--- src/rtl/network_descriptor_dispatch.sv ---
// network_descriptor_dispatch
//   Accepts one packet descriptor per wr/ready handshake, reads the packet out
//   of the packet-buffer RAM one 128-bit line per cycle, and streams the lines
//   to the TX MAC with sop/eop framing. Once the eop line has gone out, the
//   bufid is handed back to the free-bufid manager and the block reports ready.
//   Descriptors with a length outside 1..2048 are dropped: no RAM reads and no
//   data, only the bufid release.
//
// Parameters
//   RAM_RD_LAT  packet-RAM read latency (o_pkt_rd to iv_pkt_rdata valid)
//   FIFO_DEPTH  output line FIFO depth, must be >= RAM_RD_LAT+2
//
// Ports
//   i_clk, i_rst_n        clock, asynchronous active-low reset
//   iv_descriptor         [8:0] bufid, [20:9] length in bytes, [56:21] unused
//   i_descriptor_wr       one-cycle descriptor strobe (ignored unless idle)
//   o_descriptor_ready    registered, high while idle
//   ov_pkt_raddr/o_pkt_rd packet RAM read address {bufid, line} and strobe
//   iv_pkt_rdata          packet RAM read data
//   ov_data/o_data_wr     line to the TX MAC and its valid
//   o_sop/o_eop           first/last line markers
//   ov_invalid_bytes      unused trailing bytes of the eop line, 0 otherwise
//   i_tx_ready            MAC can take a line
//   ov_bufid/o_bufid_release  bufid being returned, one-cycle strobe
//
// Optional feature (macro NETWORK_DESCRIPTOR_DISPATCH_STAT_EN)
//   ov_tx_pkt_cnt  packets sent, ov_drop_cnt  descriptors dropped,
//   ov_wr_err_cnt  descriptor strobes ignored while busy. All wrap.

module network_descriptor_dispatch #(
  parameter int RAM_RD_LAT = 2,
  parameter int FIFO_DEPTH = 4
) (
  input  logic         i_clk,
  input  logic         i_rst_n,
  input  logic [56:0]  iv_descriptor,
  input  logic         i_descriptor_wr,
  output logic         o_descriptor_ready,
  output logic [15:0]  ov_pkt_raddr,
  output logic         o_pkt_rd,
  input  logic [127:0] iv_pkt_rdata,
  output logic [127:0] ov_data,
  output logic         o_data_wr,
  output logic         o_sop,
  output logic         o_eop,
  output logic [3:0]   ov_invalid_bytes,
  input  logic         i_tx_ready,
  output logic [8:0]   ov_bufid,
  output logic         o_bufid_release
`ifdef NETWORK_DESCRIPTOR_DISPATCH_STAT_EN
  ,
  output logic [31:0]  ov_tx_pkt_cnt,
  output logic [15:0]  ov_drop_cnt,
  output logic [15:0]  ov_wr_err_cnt
`endif
);

  localparam int PW = (FIFO_DEPTH > 1) ? $clog2(FIFO_DEPTH) : 1;
  localparam int CW = $clog2(FIFO_DEPTH + RAM_RD_LAT + 1);
  localparam logic [PW-1:0] LAST_SLOT = PW'(FIFO_DEPTH - 1);
  localparam logic [CW:0]   DEPTH_LIM = (CW + 1)'(FIFO_DEPTH);

  typedef enum logic [1:0] {ST_IDLE, ST_READ, ST_DRAIN, ST_RELEASE} state_t;
  state_t state_reg, state_next;

  logic [8:0]  bufid_reg;
  logic [6:0]  line_reg;
  logic [6:0]  last_line_reg;
  logic [3:0]  invalid_reg;

  logic [11:0] desc_len;
  logic [11:0] len_m1;
  logic        len_ok;
  logic        issue;
  logic        push;
  logic        pop;

  // Read-return pipeline: bit [RAM_RD_LAT-1] lines up with valid iv_pkt_rdata.
  logic [RAM_RD_LAT-1:0] pipe_vld_reg, pipe_sop_reg, pipe_eop_reg;

  // FIFO entry: {eop, sop, data}
  logic [129:0]  fifo_mem [FIFO_DEPTH];
  logic [PW-1:0] wr_ptr_reg, rd_ptr_reg;
  logic [CW-1:0] fifo_count_reg, in_flight_reg;
  logic [CW:0]   occupancy;
  logic          unused_bits;

  assign desc_len    = iv_descriptor[20:9];
  assign len_m1      = desc_len - 12'd1;
  assign len_ok      = (desc_len != 12'd0) && (desc_len <= 12'd2048);
  assign unused_bits = ^{iv_descriptor[56:21], len_m1[11]};

  // Reads already issued count against FIFO space so the FIFO can never overflow.
  assign occupancy = {1'b0, fifo_count_reg} + {1'b0, in_flight_reg};
  assign push      = pipe_vld_reg[RAM_RD_LAT-1];
  assign pop       = (fifo_count_reg != '0) && i_tx_ready;

  always_ff @(posedge i_clk or negedge i_rst_n) begin
    if (!i_rst_n) state_reg <= ST_IDLE;
    else          state_reg <= state_next;
  end

  always_comb begin
    state_next      = state_reg;
    issue           = 1'b0;
    o_pkt_rd        = 1'b0;
    ov_pkt_raddr    = 16'd0;
    o_bufid_release = 1'b0;
    ov_bufid        = 9'd0;
    case (state_reg)
      ST_IDLE: begin
        if (i_descriptor_wr) state_next = len_ok ? ST_READ : ST_RELEASE;
      end
      ST_READ: begin
        if (occupancy < DEPTH_LIM) begin
          issue        = 1'b1;
          o_pkt_rd     = 1'b1;
          ov_pkt_raddr = {bufid_reg, line_reg};
          if (line_reg == last_line_reg) state_next = ST_DRAIN;
        end
      end
      ST_DRAIN: begin
        // The eop line is on the output registers this cycle.
        if (o_data_wr && o_eop) state_next = ST_RELEASE;
      end
      ST_RELEASE: begin
        o_bufid_release = 1'b1;
        ov_bufid        = bufid_reg;
        state_next      = ST_IDLE;
      end
      default: state_next = ST_IDLE;
    endcase
  end

  // Descriptor capture, line counter and ready flag.
  always_ff @(posedge i_clk or negedge i_rst_n) begin
    if (!i_rst_n) begin
      bufid_reg          <= '0;
      line_reg           <= '0;
      last_line_reg      <= '0;
      invalid_reg        <= '0;
      o_descriptor_ready <= 1'b1;
    end else begin
      if (state_reg == ST_IDLE && i_descriptor_wr) begin
        bufid_reg          <= iv_descriptor[8:0];
        line_reg           <= '0;
        last_line_reg      <= len_m1[10:4];   // N-1 = (len-1)>>4
        invalid_reg        <= ~len_m1[3:0];   // (-len) mod 16
        o_descriptor_ready <= 1'b0;
      end
      if (issue) line_reg <= line_reg + 7'd1;
      if (state_reg == ST_RELEASE) o_descriptor_ready <= 1'b1;
    end
  end

  // Read-return tracking.
  always_ff @(posedge i_clk or negedge i_rst_n) begin
    if (!i_rst_n) begin
      pipe_vld_reg  <= '0;
      pipe_sop_reg  <= '0;
      pipe_eop_reg  <= '0;
      in_flight_reg <= '0;
    end else begin
      for (int i = RAM_RD_LAT - 1; i > 0; i--) begin
        pipe_vld_reg[i] <= pipe_vld_reg[i-1];
        pipe_sop_reg[i] <= pipe_sop_reg[i-1];
        pipe_eop_reg[i] <= pipe_eop_reg[i-1];
      end
      pipe_vld_reg[0] <= issue;
      pipe_sop_reg[0] <= issue && (line_reg == 7'd0);
      pipe_eop_reg[0] <= issue && (line_reg == last_line_reg);
      case ({issue, push})
        2'b10:   in_flight_reg <= in_flight_reg + CW'(1);
        2'b01:   in_flight_reg <= in_flight_reg - CW'(1);
        default: in_flight_reg <= in_flight_reg;
      endcase
    end
  end

  // FIFO storage has no reset; only the pointers and count do.
  always_ff @(posedge i_clk) begin
    if (push) begin
      fifo_mem[wr_ptr_reg] <= {pipe_eop_reg[RAM_RD_LAT-1], pipe_sop_reg[RAM_RD_LAT-1], iv_pkt_rdata};
    end
  end

  // FIFO pointers and the output line registers (the FIFO's registered read).
  always_ff @(posedge i_clk or negedge i_rst_n) begin
    if (!i_rst_n) begin
      wr_ptr_reg       <= '0;
      rd_ptr_reg       <= '0;
      fifo_count_reg   <= '0;
      ov_data          <= '0;
      o_data_wr        <= 1'b0;
      o_sop            <= 1'b0;
      o_eop            <= 1'b0;
      ov_invalid_bytes <= '0;
    end else begin
      if (push) wr_ptr_reg <= (wr_ptr_reg == LAST_SLOT) ? '0 : wr_ptr_reg + PW'(1);
      if (pop)  rd_ptr_reg <= (rd_ptr_reg == LAST_SLOT) ? '0 : rd_ptr_reg + PW'(1);
      case ({push, pop})
        2'b10:   fifo_count_reg <= fifo_count_reg + CW'(1);
        2'b01:   fifo_count_reg <= fifo_count_reg - CW'(1);
        default: fifo_count_reg <= fifo_count_reg;
      endcase
      if (pop) begin
        o_data_wr                 <= 1'b1;
        {o_eop, o_sop, ov_data}   <= fifo_mem[rd_ptr_reg];
        ov_invalid_bytes          <= fifo_mem[rd_ptr_reg][129] ? invalid_reg : 4'd0;
      end else begin
        // Line stays on the outputs until the MAC is ready again.
        o_data_wr <= 1'b0;
      end
    end
  end

`ifdef NETWORK_DESCRIPTOR_DISPATCH_STAT_EN
  logic drop_reg;

  always_ff @(posedge i_clk or negedge i_rst_n) begin
    if (!i_rst_n) begin
      drop_reg      <= 1'b0;
      ov_tx_pkt_cnt <= '0;
      ov_drop_cnt   <= '0;
      ov_wr_err_cnt <= '0;
    end else begin
      if (i_descriptor_wr) begin
        if (state_reg == ST_IDLE) drop_reg <= !len_ok;
        else                      ov_wr_err_cnt <= ov_wr_err_cnt + 16'd1;
      end
      if (state_reg == ST_RELEASE) begin
        if (drop_reg) ov_drop_cnt   <= ov_drop_cnt + 16'd1;
        else          ov_tx_pkt_cnt <= ov_tx_pkt_cnt + 32'd1;
      end
    end
  end
`endif

endmodule

--- config.mk ---
export PLATFORM = sky130hd
export DESIGN_NAME = network_descriptor_dispatch
export DESIGN_NICKNAME = d
export VERILOG_FILES = /design/src/rtl/network_descriptor_dispatch.sv
export SDC_FILE = /design/constraint.sdc
export NUM_CORES = 1
export LEC_CHECK = 0
export BUFFER_PORTS_ARGS = -buffer_cell sky130_fd_sc_hd__buf_2
export CAP_MARGIN = 20
export CORE_ASPECT_RATIO = 1.75
export CORE_MARGIN = 4
export CORE_UTILIZATION = 57
export CTS_CLUSTER_DIAMETER = 80
export DETAILED_ROUTE_END_ITERATION = 7
export PLACE_DENSITY = 0.77
export SYNTH_ARGS = -nofsm -noshare
export SYNTH_HDL_FRONTEND = slang
export SYNTH_SLANG_ARGS = --single-unit
--- constraint.sdc ---
create_clock -name i_clk -period 9.9 [get_ports i_clk]
set_input_delay 0.99 -clock i_clk [delete_from_list [all_inputs] [get_ports i_clk]]
set_output_delay 0.99 -clock i_clk [all_outputs]
set_load 0.01 [all_outputs]
==> implementation parameters, run 1 <==
Parameter                              Value

Run status
  Status    completed

Yosys
  Share of the synthesized area in compound gates (AO/OA/AOI/OAI)    0.00706
  Largest cells by area after synthesis    sky130_fd_sc_hd__edfxtp_1 60%, sky130_fd_sc_hd__dfrtp_1 17%, sky130_fd_sc_hd__mux4_2 11%, sky130_fd_sc_hd__nand2_1 6.1%, sky130_fd_sc_hd__ha_1 0.86%
  Share of the synthesized area in the top cell type    0.595
  Leading cell types by count after synthesis    520 x sky130_fd_sc_hd__edfxtp_1, 425 x sky130_fd_sc_hd__nand2_1, 180 x sky130_fd_sc_hd__dfrtp_1
  Gate count of the mapped netlist    about 1500
  Area share of and/or/nand/nor cells after synthesis    0.0756
  Total of flip-flops plus latches after synthesis    about 700
  Cell area after technology mapping    26200 um2
  Primary flip-flop cell chosen by synthesis mapping    sky130_fd_sc_hd__edfxtp_1
  Yosys Warn Count    0
  Share of synthesized cell area in full adder, half adder and majority cells    0.0101
  Share of synthesized area occupied by flip-flops and latches    0.768
  Most frequent cell after synthesis    sky130_fd_sc_hd__edfxtp_1
  Synthesized area per cell    17.5 um2
  Number of distinct library cells after synthesis    40
  Dominant combinational cell family by area after synthesis    multiplexers
  Top cell type by total area after synthesis    sky130_fd_sc_hd__edfxtp_1
  Count of flip-flops with a built-in enable after synthesis    520
  FFs w/ async S/R, synth    0.258
  Total nets after synthesis    1704
  Parity-gate share of the synthesized area counting xor and xnor cells    0.00768
  Multiplexer share of the synthesized area    0.118

Placed design
  Last weighted congestion value of the routability-driven placer    0.764
  Number of input and output port buffers inserted    around 320
  Detail Placement HPWL    32400 um
  Placement-stage cell area    28400 um2

Finish
  Max FFs per register    520
  Net count of the finished layout    2032
  Count of filler cells inserted in the layout    3061
  Area Overhead vs Synth    15.7%
  Fraction of final layout cells with drive strength greater than 1    0.306
  Finished Cell Area    slightly above 30000 um2

Pwr
  Worst vdd ir    around 220 uV
  Static leakage    11.9 nW
  Power share of the sequential group    0.472
  Clock network power share    0.264
  Cell area power density    281 nW/um2
  Combinational cell fraction of total power    0.264
  Switching part of the total power    0.298
  Internal Pwr Total    0.00599 W
  Net Sw Power    0.00254 W

Clocking
  Clk slew on worst S/H paths    0.07 ns
  H-tree depth    2
  Cts hold-fix bufs    0
  CTS Root Buffer Type    sky130_fd_sc_hd__clkbuf_16
  Clock Sinks    about 700
  Buffer depth of the longest clock path    3
  Number of instances resized during post-cts repair    0
  TritonCTS clock tree    yes
  Number of buffers inserted by post-CTS setup repair    0
  TritonCTS buffer count    59
  Clock Latency Late Sink    0.60 ns

Global routing
  Met2 Track Usage GR    0.399
  Global-route wire length before repair    84900 um
  Met3 track demand over resource    0.0406
  Pin count of the biggest net entering global routing    82
  Met1 Usage GRT    0.268
  Total gr overflow    0
  Overall routing resource usage    0.223
  Busiest layer in global routing    met2
  Via count of the first global-routing pass    between 10000 and 15000
  Initial antenna violation count    13

Detailed routing
  Post-DR vias/cell    about 5.6
  Detailed-route wire length    54700 um
  Detailed Routing Iterations Pass 1    4
  Number of remaining DRC errors    0
  Violation count after the first detailed-route iteration    952
  Antenna viol nets, final    0
  Routed WL per cell    22.2 um
  Total via count in the routed design    ~14000

Floorplan
  Ports placed on the boundary    352
  Die Span Y    292 um
  Horizontal die dimension    between 150 and 200 um
  Placeable Area    roughly 45000 um2
  Full die area    49700 um2
  Number of core rows    103
  Starting Density    0.578

Worst setup path
  Critical path required time    8.91 ns
  Kind of start point of the critical path    register
  Critical path buffer and inverter count    2
  Cell class contributing the biggest share of worst-path delay    simple AND/OR/NAND/NOR gates
  Critical-path cell with the highest stage delay    sky130_fd_sc_hd__inv_1
  Peak fanout along the critical path    24
  Worst setup slack for register-to-register paths    6.99 ns
  Slowest stage delay, CP    0.61 ns
  Worst path cell trace    ha_1, nor3_1, nand3_1, inv_1, and2_2, buf_2
  Worst setup EP type    output pin
  Type of the setup path with the least slack    reg -> out
  Critical path data arrival time    approximately 2.9 ns

STA
  Number of pins with negative max-slew slack in the final report    0
  Final TNS setup    0 ns
  Worst setup skew after layout    0.0255 ns
  Final-report hold violation count    0
  Actual transition at the worst max-transition pin    roughly 1.1 ns
  Max transition margin    0.273
  Final period demand of the worst path    roughly 3.9 ns
  Maximum frequency from static timing analysis    258 MHz
  Setup violators final    0
  Share of the clock period used by the worst path after layout    0.391
  RSZ-0062 raised after global routing    false

Min path
  Class of the most critical hold timing path    in -> async

Flow run
  Max Cap Viol    0
[stage by stage]
| stage | util | worst slack [ns] | std cells | power, W | hold WS, ns |
|---|---|---|---|---|---|
| final | 0.669 | 6.03 | 2463 | 0.00853 | 0.322 |
| after global routing | 0.669 | 5.75 | 2460 | 0.00899 | 0.324 |
| after CTS | 0.668 | 5.99 | 2449 | 0.00862 | 0.327 |
| after detailed placement | 0.626 | 6.35 | 2337 | 0.00636 | 0.342 |
| after global placement | 0.626 | 6.36 | 2337 | 0.00627 | 0.340 |
| after floorplan | - | 5.80 | 1495 | 0.00556 | 0.331 |
[worst reg2reg max path: stages, from the launching register on]
cell,delay (ns)
sky130_fd_sc_hd__dfrtp_1,0.42
sky130_fd_sc_hd__o31ai_4,0.24
sky130_fd_sc_hd__buf_4,0.62
sky130_fd_sc_hd__inv_4,0.50
sky130_fd_sc_hd__ha_1,0.40
sky130_fd_sc_hd__inv_1,0.07
sky130_fd_sc_hd__fa_1,0.17
sky130_fd_sc_hd__xor2_1,0.16
sky130_fd_sc_hd__nor2_1,0.07
sky130_fd_sc_hd__xor2_1,0.14
[final cells by class]
type                            instances  area, um2  area share
Inverter                               15       58.8     0.00194
Tap cell                              577        722      0.0238
Clock buffer                           83       1660      0.0546
Sequential cell                       701      20200       0.664
Timing Repair Buffer                  334       1770      0.0582
Clock inverter                         29        235     0.00775
Multi-Input combinational cell        712       5740       0.189
Antenna cell                           12       30.0    0.000989
[power by group through the flow]
stage | Combinational [W] | Sequential, W | Clock, W
3_3_place_gp | 0.00218 | 0.00409 | 0
6_report | 0.00225 | 0.00403 | 0.00225
2_1_floorplan | 0.00141 | 0.00414 | 0
3_5_place_dp | 0.00223 | 0.00413 | 0
4_1_cts | 0.00225 | 0.00407 | 0.00230
5_1_grt | 0.00248 | 0.00409 | 0.00242
[layer usage]
metal / wire [um] / up-vias / part of all wire
li1: - / 6199 / -
met1: 20000 / 7163 / 0.37
met2: 29500 / 437 / 0.54
met3: 3180 / 102 / 0.058
met4: 1960 / 2 / 0.036
met5: 8 / - / 0.00015
[final timing paths]
check / start / depth (start not counted) / to
max in group asynchronous: i_rst_n / 2 / rd_ptr_reg[0]
min: i_rst_n / 1 / ov_data[39]
max reg2reg: fifo_count_reg[1] / 9 / fifo_count_reg[2]
min reg2reg: pipe_eop_reg[0] / 0 / pipe_eop_reg[1]
max: fifo_count_reg[2] / 6 / ov_pkt_raddr[4]
min in group i_clk: pipe_eop_reg[0] / 0 / pipe_eop_reg[1]
[cells in the final DEF, fill, tap and decap left out, drive strengths merged, types with 4 or more instances in the layout]
cell type	netlist	layout
clkinv	0	23
xnor2	7	7
buf	44	333
diode	0	12
o21ai	23	23
nand3	8	8
clkbuf	23	84
ha	18	18
xor2	16	16
nand2	425	425
edfxtp	520	520
nor3	5	5
mux2	12	12
nor2	12	12
inv	15	16
and2	28	28
dfrtp	180	180
mux4	130	130
nor4	4	4
[cells by family (layout without fill, tap and decap cells)]
logic type	count (synthesis)	in the layout
adders and majority gates	20	20
other	0	12
buffers and inverters	82	461
AOI/OAI and AO/OA	32	32
muxes	144	144
DFF	701	701
xor gates and xnor gates	23	23
and+or+nand+nor	493	493
No activity file was read; power rests on OpenSTA's default activity.
==> run 2, diff against run 1 <==
--- a/config.mk
+++ b/config.mk
@@ -9,10 +9,10 @@
 export CAP_MARGIN = 20
 export CORE_ASPECT_RATIO = 1.75
 export CORE_MARGIN = 4
-export CORE_UTILIZATION = 57
+export CORE_UTILIZATION = 52
 export CTS_CLUSTER_DIAMETER = 80
 export DETAILED_ROUTE_END_ITERATION = 7
-export PLACE_DENSITY = 0.77
+export PLACE_DENSITY = 0.74
 export SYNTH_ARGS = -nofsm -noshare
 export SYNTH_HDL_FRONTEND = slang
 export SYNTH_SLANG_ARGS = --single-unit
==> constraint.sdc (replaced) <==
create_clock -name i_clk -period 3.1 [get_ports i_clk]
set_input_delay 0.31 -clock i_clk [delete_from_list [all_inputs] [get_ports i_clk]]
set_output_delay 0.31 -clock i_clk [all_outputs]
set_load 0.01 [all_outputs]
==> implementation parameters, run 2 (synthesis gave the netlist of run 1 again) <==
Parameter                              Value

Placed design
  Number of input and output port buffers inserted    315
  Detail Placement HPWL    approximately 33000 um
  Placement-stage cell area    approximately 29000 um2
  Last weighted congestion value of the routability-driven placer    0.779
  Worst Setup Slack post-DPL    0.876 ns

Finish
  Max FFs per register    520
  Commonest non-fill, non-tap cell in the layout    sky130_fd_sc_hd__edfxtp_1
  Most used cells in the layout excluding fill and tap cells    520 x sky130_fd_sc_hd__edfxtp_1, 425 x sky130_fd_sc_hd__nand2_1, 314 x sky130_fd_sc_hd__buf_2
  Layout Utilization    0.649
  Fraction of final layout cells with drive strength greater than 1    0.292
  Net count of the finished layout    2180
  Finished Cell Area    ~32000 um2
  Area Overhead vs Synth    23.0%

Detailed routing
  Antenna viol nets, final    0
  Post-DR vias/cell    5.42
  Detailed-route wire length    57900 um
  Number of remaining DRC errors    0
  Violation count after the first detailed-route iteration    950
  Total via count in the routed design    14577
  Detailed Routing Iterations Pass 1    5
  Routed WL per cell    21.5 um

Clocking
  TritonCTS clock tree    yes
  Clock Latency Late Sink    0.60 ns
  Buffer depth of the longest clock path    3
  TritonCTS buffer count    60
  Clock Sinks    701
  CTS Root Buffer Type    sky130_fd_sc_hd__clkbuf_16
  Number of buffers inserted by post-CTS setup repair    0
  H-tree depth    2
  Number of instances resized during post-cts repair    0
  Clk slew on worst S/H paths    0.06 ns

STA
  Setup violators final    0
  Hold slack final    0.0376 ns
  Number of pins with negative max-slew slack in the final report    0
  Final-report hold violation count    0
  Final period demand of the worst path    2.79 ns
  Max transition margin    0.473
  Worst setup skew after layout    0.0234 ns
  Maximum frequency from static timing analysis    358 MHz
  RSZ-0062 raised after global routing    false
  Worst setup margin    0.308 ns
  Actual transition at the worst max-transition pin    0.790 ns
  Share of the clock period used by the worst path after layout    0.901
  Final TNS setup    0 ns

Pwr
  Power share of the sequential group    0.460
  Clock network power share    0.268
  Cell area power density    870 nW/um2
  Combinational cell fraction of total power    0.272
  Net Sw Power    0.00842 W
  Switching part of the total power    0.300
  Internal Pwr Total    0.0196 W
  Worst vdd ir    614 uV
  Static leakage    12.6 nW

Global routing
  Pin count of the biggest net entering global routing    138
  Global-route wire length before repair    90300 um
  Total gr overflow    0
  Via count of the first global-routing pass    15929
  Initial antenna violation count    9
  Overall routing resource usage    0.214

Worst setup path
  Worst path cell trace    ha_1, nor3_1, nand3_1, buf_4, inv_1, buf_4, and2_1, buf_2
  Critical path buffer and inverter count    4
  R2R Path End    in_flight_reg[2]
  Critical-path cell with the highest stage delay    sky130_fd_sc_hd__dfrtp_1
  Critical path data arrival time    ~2.5 ns
  Type of the setup path with the least slack    reg -> out
  Kind of start point of the critical path    register
  Launch point of the worst reg-to-reg path    fifo_count_reg[2]
  Worst setup EP type    output pin
  Slowest stage delay, CP    0.43 ns
  Critical path required time    2.79 ns
  Peak fanout along the critical path    24
  Length in cells of the worst reg-to-reg path    8
  Most prevalent standard cell on the critical path    sky130_fd_sc_hd__buf_4
  Worst setup slack for register-to-register paths    0.85 ns
  Cell class contributing the biggest share of worst-path delay    buffers and inverters

Min path
  Hold Path End    last_line_reg[3]
  Class of the most critical hold timing path    in -> reg
  Critical hold path startpoint    iv_descriptor[16]
  WHS Path Cells    3

Floorplan
  Placeable Area    roughly 50000 um2
  Number of core rows    108
  Full die area    roughly 54000 um2
  Ports placed on the boundary    352
  Horizontal die dimension    178 um
  Starting Density    0.528
  Die Span Y    around 310 um

Flow run
  Max Cap Viol    0

Run status
  Status    completed
-- run 2: cell types whose count changed in the layout (fill, tap and decap cells not counted), sizes merged --
cell,change
buf,+9
bufinv,+2
clkbuf,-9
clkinv,+2
clkinvlp,+3
diode,-5
dlygate4sd3,+138
inv,+2
-- run 2: worst register-to-register path: cells and delay by family, from the launching register on --
kind          cells  cell delay [ns]
flops             1             0.43
simple gates      3             0.44
fa+ha+maj         3             0.96
xor+xnor          2             0.31
-- run 2: area by class of cell --
type | instances | area (um2)
inverters | 15 | 58.8
diodes | 7 | 17.5
repair buffers | 481 | 3480
multi-input cells | 712 | 5740
fillers | 3494 | 17500
clock buffers | 74 | 1640
well taps | 660 | 826
flip-flops and latches | 701 | 20200
clock inverters | 38 | 345
-- run 2: metal layers --
metal / wire, um / share of wire / vias to the layer above / global-route usage
met2: 31000 / 0.54 / 470 / 0.383
met5: 21 / 0.00036 / - / 0
met3: 3200 / 0.055 / 102 / 0.0319
li1: - / - / 6486 / -
met1: 21900 / 0.38 / 7515 / 0.269
met4: 1710 / 0.029 / 4 / 0.0704
-- run 2: worst max path at each step --
stage | cells past startpoint | startpoint | end
finish | 8 | fifo_count_reg[2] | ov_pkt_raddr[8]
global route | 8 | fifo_count_reg[2] | ov_pkt_raddr[14]
CTS | 8 | fifo_count_reg[2] | ov_pkt_raddr[8]
detailed placement | 8 | fifo_count_reg[2] | in_flight_reg[2]
global placement | 8 | fifo_count_reg[2] | in_flight_reg[2]
floorplan | 3 | wr_ptr_reg[0] | fifo_mem[2][0]
-- run 2: metrics by stage --
step	power, W	cells
CTS	0.0283	2680
detailed placement	0.0206	2430
floorplan	0.0177	1495
global route	0.0296	2687
finish	0.0281	2688
global placement	0.0204	2430
-- run 2: power groups by stage --
| stage | Clock [W] | Combinational [W] | Sequential [W] |
|---|---|---|---|
| after floorplan | 0 | 0.00452 | 0.0132 |
| after global placement | 0 | 0.00737 | 0.0130 |
| after detailed placement | 0 | 0.00754 | 0.0131 |
| after CTS | 0.00767 | 0.00773 | 0.0129 |
| after global routing | 0.00806 | 0.00839 | 0.0131 |
| final | 0.00751 | 0.00763 | 0.0129 |
-- run 2: timing repair --
item                                    CTS  global route
hold endpoints to repair                588             0
endpoints found under the setup margin    0             0
hold buffers                            138             0
==> run 3, diff against run 2 <==
--- a/config.mk
+++ b/config.mk
@@ -6,7 +6,6 @@
 export NUM_CORES = 1
 export LEC_CHECK = 0
 export BUFFER_PORTS_ARGS = -buffer_cell sky130_fd_sc_hd__buf_2
-export CAP_MARGIN = 20
 export CORE_ASPECT_RATIO = 1.75
 export CORE_MARGIN = 4
 export CORE_UTILIZATION = 52
==> constraint.sdc (replaced) <==
create_clock -name i_clk -period 3.1 [get_ports i_clk]
set_input_delay 0.465 -clock i_clk [delete_from_list [all_inputs] [get_ports i_clk]]
set_output_delay 0.465 -clock i_clk [all_outputs]
set_load 0.01 [all_outputs]
==> implementation parameters, run 3 (synthesis gave the netlist of run 1 again) <==
Parameter                              Value

Pwr
  Clock network power share    0.277
  Switching part of the total power    0.297
  Worst vdd ir    between 600 and 700 uV
  Cell area power density    approximately 910 nW/um2
  Static leakage    12.1 nW
  Internal Pwr Total    0.0197 W
  Combinational cell fraction of total power    0.262
  Power share of the sequential group    0.461
  Net Sw Power    0.00832 W

Detailed routing
  Post-DR vias/cell    about 5.4
  Routed WL per cell    between 20 and 25 um
  Antenna viol nets, final    0
  Violation count after the first detailed-route iteration    between 800 and 900
  Number of remaining DRC errors    0
  Detailed-route wire length    approximately 56000 um
  Total via count in the routed design    13815
  Detailed Routing Iterations Pass 1    5

Clocking
  H-tree depth    2
  Clk slew on worst S/H paths    0.07 ns
  Clock Latency Late Sink    about 0.6 ns
  Buffer depth of the longest clock path    3
  Clock Sinks    between 700 and 800
  CTS Root Buffer Type    sky130_fd_sc_hd__clkbuf_16
  TritonCTS clock tree    yes
  TritonCTS buffer count    59

Worst setup path
  Worst setup slack for register-to-register paths    0.77 ns
  Endpoint of the most critical setup path    ov_pkt_raddr[14]
  Launch point of the worst reg-to-reg path    fifo_count_reg[2]
  Peak fanout along the critical path    19
  Critical path data arrival time    between 2 and 2.5 ns
  Worst setup EP type    output pin
  Worst setup startpoint    fifo_count_reg[2]
  R2R Path End    in_flight_reg[2]
  Kind of start point of the critical path    register
  Type of the setup path with the least slack    reg -> out
  Length in cells of the worst reg-to-reg path    8
  Critical path required time    2.63 ns

Flow run
  Max Cap Viol    0

Global routing
  Pin count of the biggest net entering global routing    138
  Initial antenna violation count    22
  Via count of the first global-routing pass    about 15000
  Global-route wire length before repair    between 80000 and 90000 um
  Total gr overflow    0
  Overall routing resource usage    0.207

Finish
  Area Overhead vs Synth    18.0%
  Most used cells in the layout excluding fill and tap cells    520 x sky130_fd_sc_hd__edfxtp_1, 425 x sky130_fd_sc_hd__nand2_1, 314 x sky130_fd_sc_hd__buf_2
  Final Non-Filler Cells    2562
  Fraction of final layout cells with drive strength greater than 1    0.316
  Max FFs per register    520
  Net count of the finished layout    2045
  Commonest non-fill, non-tap cell in the layout    sky130_fd_sc_hd__edfxtp_1

STA
  Final-report hold violation count    0
  Worst setup skew after layout    0.0279 ns
  Final period demand of the worst path    2.82 ns
  Number of pins with negative max-slew slack in the final report    0
  Max transition margin    0.282
  Maximum frequency from static timing analysis    around 350 MHz
  Final TNS setup    0 ns
  Share of the clock period used by the worst path after layout    0.910
  RSZ-0062 raised after global routing    false
  Actual transition at the worst max-transition pin    1.07 ns
  Setup violators final    0

Floorplan
  Horizontal die dimension    between 150 and 200 um
  Number of core rows    108
  Full die area    54300 um2
  Die Span Y    305 um
  Placeable Area    49700 um2
  Ports placed on the boundary    352
  Starting Density    0.528

Placed design
  Detail Placement HPWL    33500 um
  Number of input and output port buffers inserted    315
  Last weighted congestion value of the routability-driven placer    approximately 0.8
  Placed cell count    2434

Min path
  Class of the most critical hold timing path    in -> reg

Run status
  Status    completed
run 3: worst max-delay path: stages, from the launching register on:
cell	delay [ns]
sky130_fd_sc_hd__dfrtp_1	0.44
sky130_fd_sc_hd__ha_1	0.32
sky130_fd_sc_hd__nor3_1	0.22
sky130_fd_sc_hd__nand3_1	0.20
sky130_fd_sc_hd__clkinvlp_4	0.29
sky130_fd_sc_hd__and2_1	0.18
sky130_fd_sc_hd__buf_2	0.13
run 3: how the worst min path moves through the flow:
stage,from,end,slack [ns],cells after the start
after global placement,pipe_eop_reg[0],pipe_eop_reg[1],0.35,0
after CTS,iv_pkt_rdata[73],fifo_mem[0][73],0.04,1
after detailed placement,pipe_eop_reg[0],pipe_eop_reg[1],0.34,0
after global routing,iv_pkt_rdata[103],fifo_mem[2][103],0.05,1
after floorplan,i_rst_n,bufid_reg[0],0.17,0
final,iv_pkt_rdata[109],fifo_mem[1][109],0.08,1
run 3: timing repair:
action / 4_1_cts / 5_1_grt
resized for setup: 0 / 1
endpoints found under the setup margin: 0 / 14
hold buffers: 1 / 0
setup buffers: 0 / 0
endpoints found under the hold margin: 53 / 0
run 3: area by class of cell:
type                            count  area [um2]
Clock buffer                       75        1600
Multi-Input combinational cell    712        5740
Timing Repair Buffer              347        2080
Inverter                           15        62.6
Tap cell                          660         826
Sequential cell                   701       20200
Clock inverter                     37         449
Antenna cell                       15        37.5
Fill cell                        3631       18800
run 3: power groups by stage:
stage	logic, W	registers, W	clock network, W
global placement	0.00730	0.0130	0
finish	0.00736	0.0129	0.00776
global route	0.00810	0.0131	0.00827
floorplan	0.00452	0.0132	0
CTS	0.00753	0.0130	0.00791
detailed placement	0.00747	0.0131	0
run 3: layer usage:
layer	wire [um]	up-vias	global-route usage
met5	95	-	0
met4	1990	14	0.0772
met3	3280	118	0.0378
met2	29500	428	0.372
met1	21100	7039	0.250
li1	-	6216	-
run 3: metrics by stage:
stage	util	area [um2]	power [W]	worst slack, ns	hold slack [ns]
global placement	0.580	28800	0.0203	0.793	0.349
detailed placement	0.580	28800	0.0206	0.755	0.345
global route	0.622	30900	0.0295	0.0647	0.0550
floorplan	-	26200	0.0177	0.443	0.169
finish	0.622	30900	0.0280	0.278	0.0764
CTS	0.621	30900	0.0284	0.115	0.0423
